`src/rtl/uart_tx_fifo.sv`:
```
// rtl/uart_tx_fifo.sv - byte FIFO feeding uart_tx via en/busy handshake; optional LF->CRLF via UART_TX_FIFO_CRLF_EN
module uart_tx_fifo #(
    parameter int DEPTH_LOG2    = 3,
    parameter int SETTLE_CYCLES = 2
) (
    input  logic                  cpu_clk,
    input  logic                  rstn,
    input  logic                  wr_en,
    input  logic [7:0]            wr_data,
    input  logic                  ovf_clr,
    input  logic                  tx_busy,
    output logic                  tx_start,
    output logic [7:0]            tx_data,
    output logic                  full,
    output logic                  empty,
    output logic [DEPTH_LOG2:0]   level,
    output logic                  overflow,
    output logic                  drain_busy
);

    localparam int DEPTH = 1 << DEPTH_LOG2;
    localparam int SW    = (SETTLE_CYCLES > 1) ? $clog2(SETTLE_CYCLES) : 1;
    localparam logic [DEPTH_LOG2:0] FULL_CNT    = (DEPTH_LOG2 + 1)'(DEPTH);
    localparam logic [SW-1:0]       SETTLE_INIT = SW'(SETTLE_CYCLES - 1);

    typedef enum logic [1:0] {IDLE, LAUNCH, SETTLE} state_t;

    state_t                r_state;
    logic [7:0]            r_mem [DEPTH];
    logic [DEPTH_LOG2-1:0] r_wp;
    logic [DEPTH_LOG2-1:0] r_rp;
    logic [DEPTH_LOG2:0]   r_count;
    logic [SW-1:0]         r_settle;
    logic                  r_tx_start;
    logic [7:0]            r_tx_data;
    logic                  r_ovf;

    logic                  w_pop;
    logic                  w_push;
    logic                  w_empty;
    logic [DEPTH_LOG2+1:0] w_space;
    logic [DEPTH_LOG2:0]   w_inc;

    assign w_empty = (r_count == '0);
    assign w_pop   = (r_state == IDLE) && !w_empty && !tx_busy;
    // free entries this cycle, counting the slot released by a same-cycle pop
    assign w_space = {1'b0, FULL_CNT - r_count} + {{(DEPTH_LOG2 + 1){1'b0}}, w_pop};

`ifdef UART_TX_FIFO_CRLF_EN
    logic                  w_lf;
    logic [DEPTH_LOG2+1:0] w_need;
    logic [DEPTH_LOG2-1:0] w_wp_nxt;

    assign w_lf     = (wr_data == 8'h0A);
    assign w_need   = w_lf ? (DEPTH_LOG2 + 2)'(2) : (DEPTH_LOG2 + 2)'(1);
    assign w_push   = wr_en && (w_space >= w_need);
    assign w_inc    = w_push ? (w_lf ? (DEPTH_LOG2 + 1)'(2) : (DEPTH_LOG2 + 1)'(1)) : '0;
    assign w_wp_nxt = r_wp + 1'b1;
`else
    assign w_push = wr_en && (w_space != '0);
    assign w_inc  = {{DEPTH_LOG2{1'b0}}, w_push};
`endif

    always_ff @(posedge cpu_clk) begin
        if (w_push) begin
`ifdef UART_TX_FIFO_CRLF_EN
            if (w_lf) begin
                r_mem[r_wp]     <= 8'h0D;
                r_mem[w_wp_nxt] <= 8'h0A;
            end else begin
                r_mem[r_wp] <= wr_data;
            end
`else
            r_mem[r_wp] <= wr_data;
`endif
        end
    end

    always_ff @(posedge cpu_clk) begin
        if (!rstn) begin
            r_state    <= IDLE;
            r_wp       <= '0;
            r_rp       <= '0;
            r_count    <= '0;
            r_settle   <= '0;
            r_tx_start <= 1'b0;
            r_tx_data  <= 8'h00;
            r_ovf      <= 1'b0;
        end else begin
            r_count    <= r_count + w_inc - {{DEPTH_LOG2{1'b0}}, w_pop};
            r_wp       <= r_wp + w_inc[DEPTH_LOG2-1:0];
            r_tx_start <= 1'b0;

            if (wr_en && !w_push) begin
                r_ovf <= 1'b1;
            end else if (ovf_clr) begin
                r_ovf <= 1'b0;
            end

            // tx_busy is only sampled in IDLE, so uart_tx may raise busy a cycle late
            case (r_state)
                IDLE: begin
                    if (w_pop) begin
                        r_tx_start <= 1'b1;
                        r_tx_data  <= r_mem[r_rp];
                        r_rp       <= r_rp + 1'b1;
                        r_settle   <= SETTLE_INIT;
                        r_state    <= LAUNCH;
                    end
                end
                LAUNCH: begin
                    r_state <= (r_settle == '0) ? IDLE : SETTLE;
                end
                SETTLE: begin
                    r_settle <= r_settle - 1'b1;
                    if (r_settle <= SW'(1)) begin
                        r_state <= IDLE;
                    end
                end
                default: r_state <= IDLE;
            endcase
        end
    end

    assign tx_start   = r_tx_start;
    assign tx_data    = r_tx_data;
    assign full       = (r_count == FULL_CNT);
    assign empty      = w_empty;
    assign level      = r_count;
    assign overflow   = r_ovf;
    assign drain_busy = !w_empty || (r_state != IDLE) || tx_busy;

endmodule

```
`config.mk`:
```
export PLATFORM = sky130hd
export DESIGN_NAME = uart_tx_fifo
export DESIGN_NICKNAME = d
export VERILOG_FILES = /design/src/rtl/uart_tx_fifo.sv
export SDC_FILE = /design/constraint.sdc
export NUM_CORES = 1
export LEC_CHECK = 0
export ABC_AREA = 1
export CELL_PAD_IN_SITES_DETAIL_PLACEMENT = 0
export CELL_PAD_IN_SITES_GLOBAL_PLACEMENT = 1
export CORE_ASPECT_RATIO = 0.9
export CORE_UTILIZATION = 35
export CTS_CLUSTER_SIZE = 25
export DETAILED_ROUTE_END_ITERATION = 7
export PLACE_DENSITY = 0.65
export REMOVE_ABC_BUFFERS = 1
export SYNTH_ARGS = -nofsm -noshare
export SYNTH_HDL_FRONTEND = slang
export SYNTH_SLANG_ARGS = --single-unit
```
`constraint.sdc`:
```
create_clock -name cpu_clk -period 8.76 [get_ports cpu_clk]
set_clock_uncertainty 0.15 [all_clocks]
set_input_delay 2.19 -clock cpu_clk [delete_from_list [all_inputs] [get_ports cpu_clk]]
set_output_delay 2.19 -clock cpu_clk [all_outputs]
set_load 0.05 [all_outputs]
```
==> out/results.md, run 1 <==
| Quantity | Value |
|:---|:---|
| Antenna violations before repair | 0 |
| Area leader, netlist | sky130_fd_sc_hd__edfxtp_1 |
| Unrepaired setup endpoints after global routing | no |
| Antenna cells | 0 |
| Post-CTS repair timing setup buffer count | 0 |
| Post-Route Setup TNS | 0 ns |
| Number of slew-limit violations in the final report | 0 |
| RD Place Congestion | 0.732 |
| Static Leakage | 0.00189 uW |
| Library cells used by synthesis | 24 |
| Initial DRC Count | 150 |
| Post-route core utilization | 41.5% |
| Std-Cell Core Area | 10800 um^2 |
| Number of register bits inferred by synthesis | 87 |
| Height of the die | 102 um |
| Number of gates given a new drive strength after cts | 0 |
| CP Max Fanout | 2 |
| Max_slew headroom | 26.3% |
| Final setup violation count | 0 |
| Minimum clock period after layout | 5.91 ns |
| Yosys warns | 0 |
| Grt total ovfl | 0 |
| Drt drc | 0 |
| Hold/Removal Path Class | flop to flop |
| Number of global-route vias before repair | 2368 |
| Power Density | 312 nW/um^2 |
| Number of endpoints with negative hold slack in the final report | 0 |
| Final wirelength | 7.95 mm |
| Type of the worst setup path | primary input to output pin |
| CP Data Required Time | 6.42 ns |
| Floorplan die area | 11500 um^2 |
| Commonest non-fill, non-tap cells in the layout | 105 x sky130_fd_sc_hd__nand2_1, 69 x sky130_fd_sc_hd__inv_1, 64 x sky130_fd_sc_hd__edfxtp_1 |
| H-tree level count | 3 |
| Kind of start point of the critical path | primary input |
| TritonCTS clock tree | built |
| Count of fill cells added during filler insertion | 1058 |
| Detailed Routing Iterations Pass 1 | 6 |
| Post-synthesis instance area | 3880 um^2 |
| Met2 WL | 3.84 mm |
| # rows | 36 |
| Number of instances in the synthesized netlist | 401 |
| Vias per std cell | 4.57 |
| Root buffer cell | sky130_fd_sc_hd__clkbuf_16 |
| Share of post-route cells with drive strength above 1 | 5.57% |
| GRT Resource Usage Total | 15.2% |
| Fmax | 169 MHz |
| Wire length on met1 | 3.82 mm |
| Post-layout nets | 453 |
| Die outline width | 113 um |
| Sinks on the clock net | 87 |
| Sequential fraction of the synthesis area | 61.3% |
| Largest net degree at the start of global routing | 37 |
| HPWL reported at the end of detailed placement | 4.88 mm |
| Worst skew pair latency | 0.33 ns |
| Maximum clock insertion buffer count | 2 |
| Commonest non-fill, non-tap cell in the layout | sky130_fd_sc_hd__nand2_1 |
| Placed cells | 548 |
| Number of standard cells in the layout, taps in and fillers out | 564 |
| Synth-to-layout area growth | 15.4% |
| WL/cell | 14.1 um |
| Post-synthesis area per instance | 9.69 um^2 |
| Period utilization | 67.5% |
| First-pass GRT wire length | 12.7 mm |
| Critical Path Sink Type | output pin |
| Top routing layer in use | met4 |
| Maximum VDD drop | 94.7 uV |
| Result of the run | completed |
| Synth top area share | 49.5% |
| I/O pin total | 30 |
| Antenna violation net count after detailed routing | 0 |
| Count of max-cap constraint violations | 0 |
| Initial core utilization | 35.9% |
| Data arrival time of the critical path | 3.57 ns |
| Number of vias in the routed layout | 2578 |
| CTS clock-pin slew for the worst setup and hold paths | 0.06 ns |
| Hold-fix buffers, CTS | 0 |
| Port Buffers | 29 |
| Detail Route met3 WL | 187 um |
| Worst Tran Pin Value | 1.10 ns |
| Leading post-synthesis cells by cell area | sky130_fd_sc_hd__edfxtp_1 49%, sky130_fd_sc_hd__dfxtp_1 12%, sky130_fd_sc_hd__nand2_1 10% |
| Number of CTS-inserted buffers | 9 |
cell type report:
type | instances | area (um^2) | share of cell area (%)
clock buffers | 12 | 236 | 5.27
clock inverters | 4 | 22.5 | 0.502
inverters | 76 | 288 | 6.42
multi-input cells | 222 | 1090 | 24.3
flip-flops and latches | 87 | 2380 | 53.1
well taps | 133 | 166 | 3.71
repair buffers | 30 | 298 | 6.64
flip-flops by register name, indices dropped and copies added, names as in the netlist:
signal    flops
tx_data       8
r_rp          3
r_wp          3
tx_start      1
level         4
r_mem        64
r_state       2
overflow      1
r_settle      1
cell families (layout without fill, tap and decap cells):
group	count (synthesis)	count (layout)	share of synthesized area [%]
flip-flops	87	87	61.3
AND/OR/NAND/NOR	183	183	19.9
buffers and inverters	92	122	10.6
AO/OA/AOI/OAI	23	23	3.03
adder cells (fa/ha/maj)	14	14	4.70
XOR/XNOR	2	2	0.451
cell usage after synthesis, drive strengths merged:
library cell	instances
a31oi	2
nand2	106
xnor2	1
buf	14
xor2	1
dfxtp	23
clkbuf	2
a21oi	15
ha	13
nor2	18
nor4	1
inv	76
nand3	58
o21ai	6
fa	1
edfxtp	64
path summary, 6_finish.rpt:
| check | start | end | slack [ns] | depth (start not counted) |
|---|---|---|---|---|
| setup reg to reg | level[0]$_SDFF_PN0_ | level[1]$_SDFF_PN0_ | 4.99 | 18 |
| hold / removal | overflow$_SDFFE_PN0P_ | overflow$_SDFFE_PN0P_ | 0.32 | 2 |
| hold reg to reg | overflow$_SDFFE_PN0P_ | overflow$_SDFFE_PN0P_ | 0.32 | 2 |
| setup / recovery | tx_busy | drain_busy | 2.85 | 4 |
layer usage:
| metal | track usage, % | up-vias |
|---|---|---|
| met1 | 19.1 | 1212 |
| met3 | 3.74 | 6 |
| met5 | 0 | - |
| li1 | - | 1330 |
| met4 | 5.06 | 0 |
| met2 | 26.0 | 30 |
critical path, stage by stage:
cell and delay (ns):
sky130_fd_sc_hd__clkdlybuf4s50_1 0.45, sky130_fd_sc_hd__inv_1 0.05, sky130_fd_sc_hd__nand3_1 0.08, sky130_fd_sc_hd__clkdlybuf4s50_1 0.80
report_power, final:
part	switching, uW	total [uW]	internal [uW]
registers	41.5	550	509
logic	349	512	164
clock network	144	335	191
through the flow:
| step | setup slack (ns) | cell area [um^2] | hold slack, ns | total power, uW |
|---|---|---|---|---|
| after global routing | 2.79 | 4480 | 0.336 | 1500 |
| after detailed placement | 2.84 | 4220 | 0.304 | 1080 |
| after CTS | 2.84 | 4480 | 0.319 | 1410 |
| final | 2.85 | 4480 | 0.315 | 1400 |
| after floorplan | 3.77 | 3760 | 0.288 | 912 |
| after global placement | 2.85 | 4220 | 0.302 | 1070 |
Note: power is estimated with default switching activity, not from simulation.
==> inputs of run 2 (changes only) <==
- clock period: 8.76 -> 6 ns (I/O delays scaled with it)
==> run 2 against run 1 <==
Effect of this change:
- via count rose by 2.2%
- sequential power rose by 48%
- cell area rose by 1.5%
- power rose by 51%
- critical endpoint is now level[3]$_SDFF_PN0_
- largest power group unchanged
- highest routed layer unchanged
==> out/results.md, run 2 (same netlist as run 1, synthesis figures left out) <==
| Quantity | Value |
|:---|:---|
| Result of the run | completed |
| Post-route standard cell area excluding fillers | 4550 um^2 |
| Max_slew headroom | 38.0% |
| Power Density | 464 nW/um^2 |
| Drt drc | 0 |
| Number of endpoints with negative hold slack in the final report | 0 |
| Initial core utilization | 35.9% |
| Depth of the worst register-to-register path | 20 |
| Antenna violations before repair | 0 |
| Number of cells on the worst hold path | 2 |
| Antenna violation net count after detailed routing | 0 |
| Post-layout nets | 458 |
| Initial DRC Count | 106 |
| Count of fill cells added during filler insertion | 1052 |
| Placed cells | 553 |
| Detailed Routing Iterations Pass 1 | 4 |
| Cell type group with the largest total delay on the critical path | simple AND/OR/NAND/NOR gates |
| Number of slew-limit violations in the final report | 0 |
| Worst Tran Pin Value | 0.926 ns |
| First-pass GRT wire length | 13.6 mm |
| Minimum clock period after layout | 4.61 ns |
| HPWL reported at the end of detailed placement | 5.58 mm |
| Hold_sp | overflow$_SDFFE_PN0P_ |
| Part of the power in registers | 38.6% |
| TritonCTS clock tree | built |
| Final wirelength | 8.61 mm |
| Number of standard cells in the layout, taps in and fillers out | 569 |
| H-tree level count | 3 |
| Data arrival time of the critical path | 4.71 ns |
| I/O pin total | 30 |
| Startpoint of the lowest-slack register-to-register path | level[1]$_SDFF_PN0_ |
| Std-Cell Core Area | 10800 um^2 |
| Count of max-cap constraint violations | 0 |
| Fmax | 217 MHz |
| Type of the worst setup path | primary input to flop |
| Static Leakage | 0.00193 uW |
| Cells traversed along the worst timing path | clkdlybuf4s50_1 -> inv_1 -> nand3_2 -> inv_2 -> ha_1 -> ha_1 -> nor2_1 -> nand2_1 -> nor2_1 -> nand2_1 -> nand2_2 -> ha_1 -> inv_1 -> ha_1 -> a21oi_1 -> nor2_1 -> nor2_1 -> o21ai_0 -> a21oi_1 |
| Number of flip-flops in the largest register | 64 |
| Height of the die | 102 um |
| Register with the highest flop count | r_mem |
| Number of gates given a new drive strength after cts | 0 |
| Switching part of the total power | 37.9% |
| Endpoint, Worst Hold | overflow$_SDFFE_PN0P_ |
| Maximum clock insertion buffer count | 2 |
| Port Buffers | 29 |
| GRT Resource Usage Total | 16.3% |
| Reg2Reg Setup Slack | 2.19 ns |
| RD Place Congestion | 0.715 |
| Endpoint of the most critical register-to-register path | level[3]$_SDFF_PN0_ |
| Comb pwr share | 35.6% |
| CP Max Fanout | 15 |
| Floorplan die area | 11500 um^2 |
| Placed inst area | 4260 um^2 |
| Hold/Removal Path Class | flop to flop |
| Number of global-route vias before repair | 2503 |
| Switching power | 801 uW |
| Largest net degree at the start of global routing | 33 |
| Commonest non-fill, non-tap cells in the layout | 105 x sky130_fd_sc_hd__nand2_1, 69 x sky130_fd_sc_hd__inv_1, 64 x sky130_fd_sc_hd__edfxtp_1 |
| Number of vias in the routed layout | 2635 |
| Vias per std cell | 4.63 |
| Synth-to-layout area growth | 17.1% |
| Sinks on the clock net | 87 |
| Root buffer cell | sky130_fd_sc_hd__clkbuf_16 |
| Total power of the final layout | 2110 uW |
| Final setup violation count | 0 |
| Post-CTS repair timing setup buffer count | 0 |
| Hold-fix buffers, CTS | 0 |
| Antenna cells | 0 |
| Commonest non-fill, non-tap cell in the layout | sky130_fd_sc_hd__nand2_1 |
| Clock network fraction of total power | 25.8% |
| Kind of start point of the critical path | primary input |
| Post-Route Setup TNS | 0 ns |
| Unrepaired setup endpoints after global routing | no |
| Post-route core utilization | 42.1% |
| Period utilization | 76.8% |
| WL/cell | 15.1 um |
| Maximum cell stage delay along the critical path | 0.39 ns |
| Combined buffer and inverter count along the critical path | 4 |
| Share of post-route cells with drive strength above 1 | 6.42% |
| # rows | 36 |
| Critical-path top delay cell | sky130_fd_sc_hd__clkdlybuf4s50_1 |
| Cell-internal power | 1310 uW |
| Critical Path Sink Type | flop |
| Die outline width | 113 um |
| Worst skew pair latency | 0.33 ns |
| CP Data Required Time | 6.10 ns |
| CTS clock-pin slew for the worst setup and hold paths | 0.06 ns |
| Maximum VDD drop | 157 uV |
| Number of CTS-inserted buffers | 9 |
| Grt total ovfl | 0 |
-- run 2: cell types whose count changed in the layout (fill, tap and decap cells not counted) --
cell,before,now
sky130_fd_sc_hd__clkinv_4,0,2
sky130_fd_sc_hd__clkinvlp_4,1,0
sky130_fd_sc_hd__clkinv_2,3,0
sky130_fd_sc_hd__buf_4,1,6
sky130_fd_sc_hd__bufinv_16,0,1
sky130_fd_sc_hd__clkbuf_1,3,4
-- run 2: layer usage --
layer	vias to the layer above	share of wire, %	routed length [um]	global-route usage (%)
li1	1348	-	-	-
met2	34	46	3920	25.5
met3	9	3.4	290	3.26
met5	-	0	0	0
met1	1244	49	4250	22.7
met4	0	1.7	142	5.87
-- run 2: power groups by stage --
stage	registers, uW	clock network [uW]	logic, uW
after CTS	816	554	760
after global placement	827	0	746
after detailed placement	829	0	756
final	814	545	752
after floorplan	923	0	409
after global routing	825	582	847
-- run 2: cell type report --
| class | instances | area [um^2] | share of cell area, % |
|---|---|---|---|
| Multi-Input combinational cell | 222 | 1090 | 24.0 |
| Clock inverter | 3 | 47.5 | 1.05 |
| Tap cell | 133 | 166 | 3.66 |
| Inverter | 76 | 288 | 6.33 |
| Timing Repair Buffer | 35 | 335 | 7.37 |
| Sequential cell | 87 | 2380 | 52.4 |
| Clock buffer | 13 | 240 | 5.28 |
-- run 2: worst register-to-register path: cells and delay by family (launching register included) --
family | cells | cell delay, ns
adders and majority gates | 5 | 1.16
AOI/OAI and AO/OA | 3 | 0.41
DFF | 1 | 0.36
and+or+nand+nor | 9 | 1.12
buffers and inverters | 3 | 0.56
-- run 2: per-stage QoR --
step | worst slack [ns] | hold WS (ns)
after detailed placement | 1.07 | 0.313
after floorplan | 1.95 | 0.288
after global placement | 1.18 | 0.306
after global routing | 1.07 | 0.349
final | 1.39 | 0.317
after CTS | 1.40 | 0.321
-- run 2: worst max-delay path by stage --
| stage | slack [ns] | startpoint | end | cells after the start |
|---|---|---|---|---|
| detailed placement | 1.07 | tx_busy | level[1]$_SDFF_PN0_ | 17 |
| CTS | 1.40 | tx_busy | level[3]$_SDFF_PN0_ | 19 |
| global route | 1.07 | tx_busy | level[3]$_SDFF_PN0_ | 19 |
| finish | 1.39 | tx_busy | level[3]$_SDFF_PN0_ | 19 |
| global placement | 1.18 | tx_busy | level[1]$_SDFF_PN0_ | 17 |
| floorplan | 1.95 | tx_busy | level[1]$_SDFF_PN0_ | 16 |
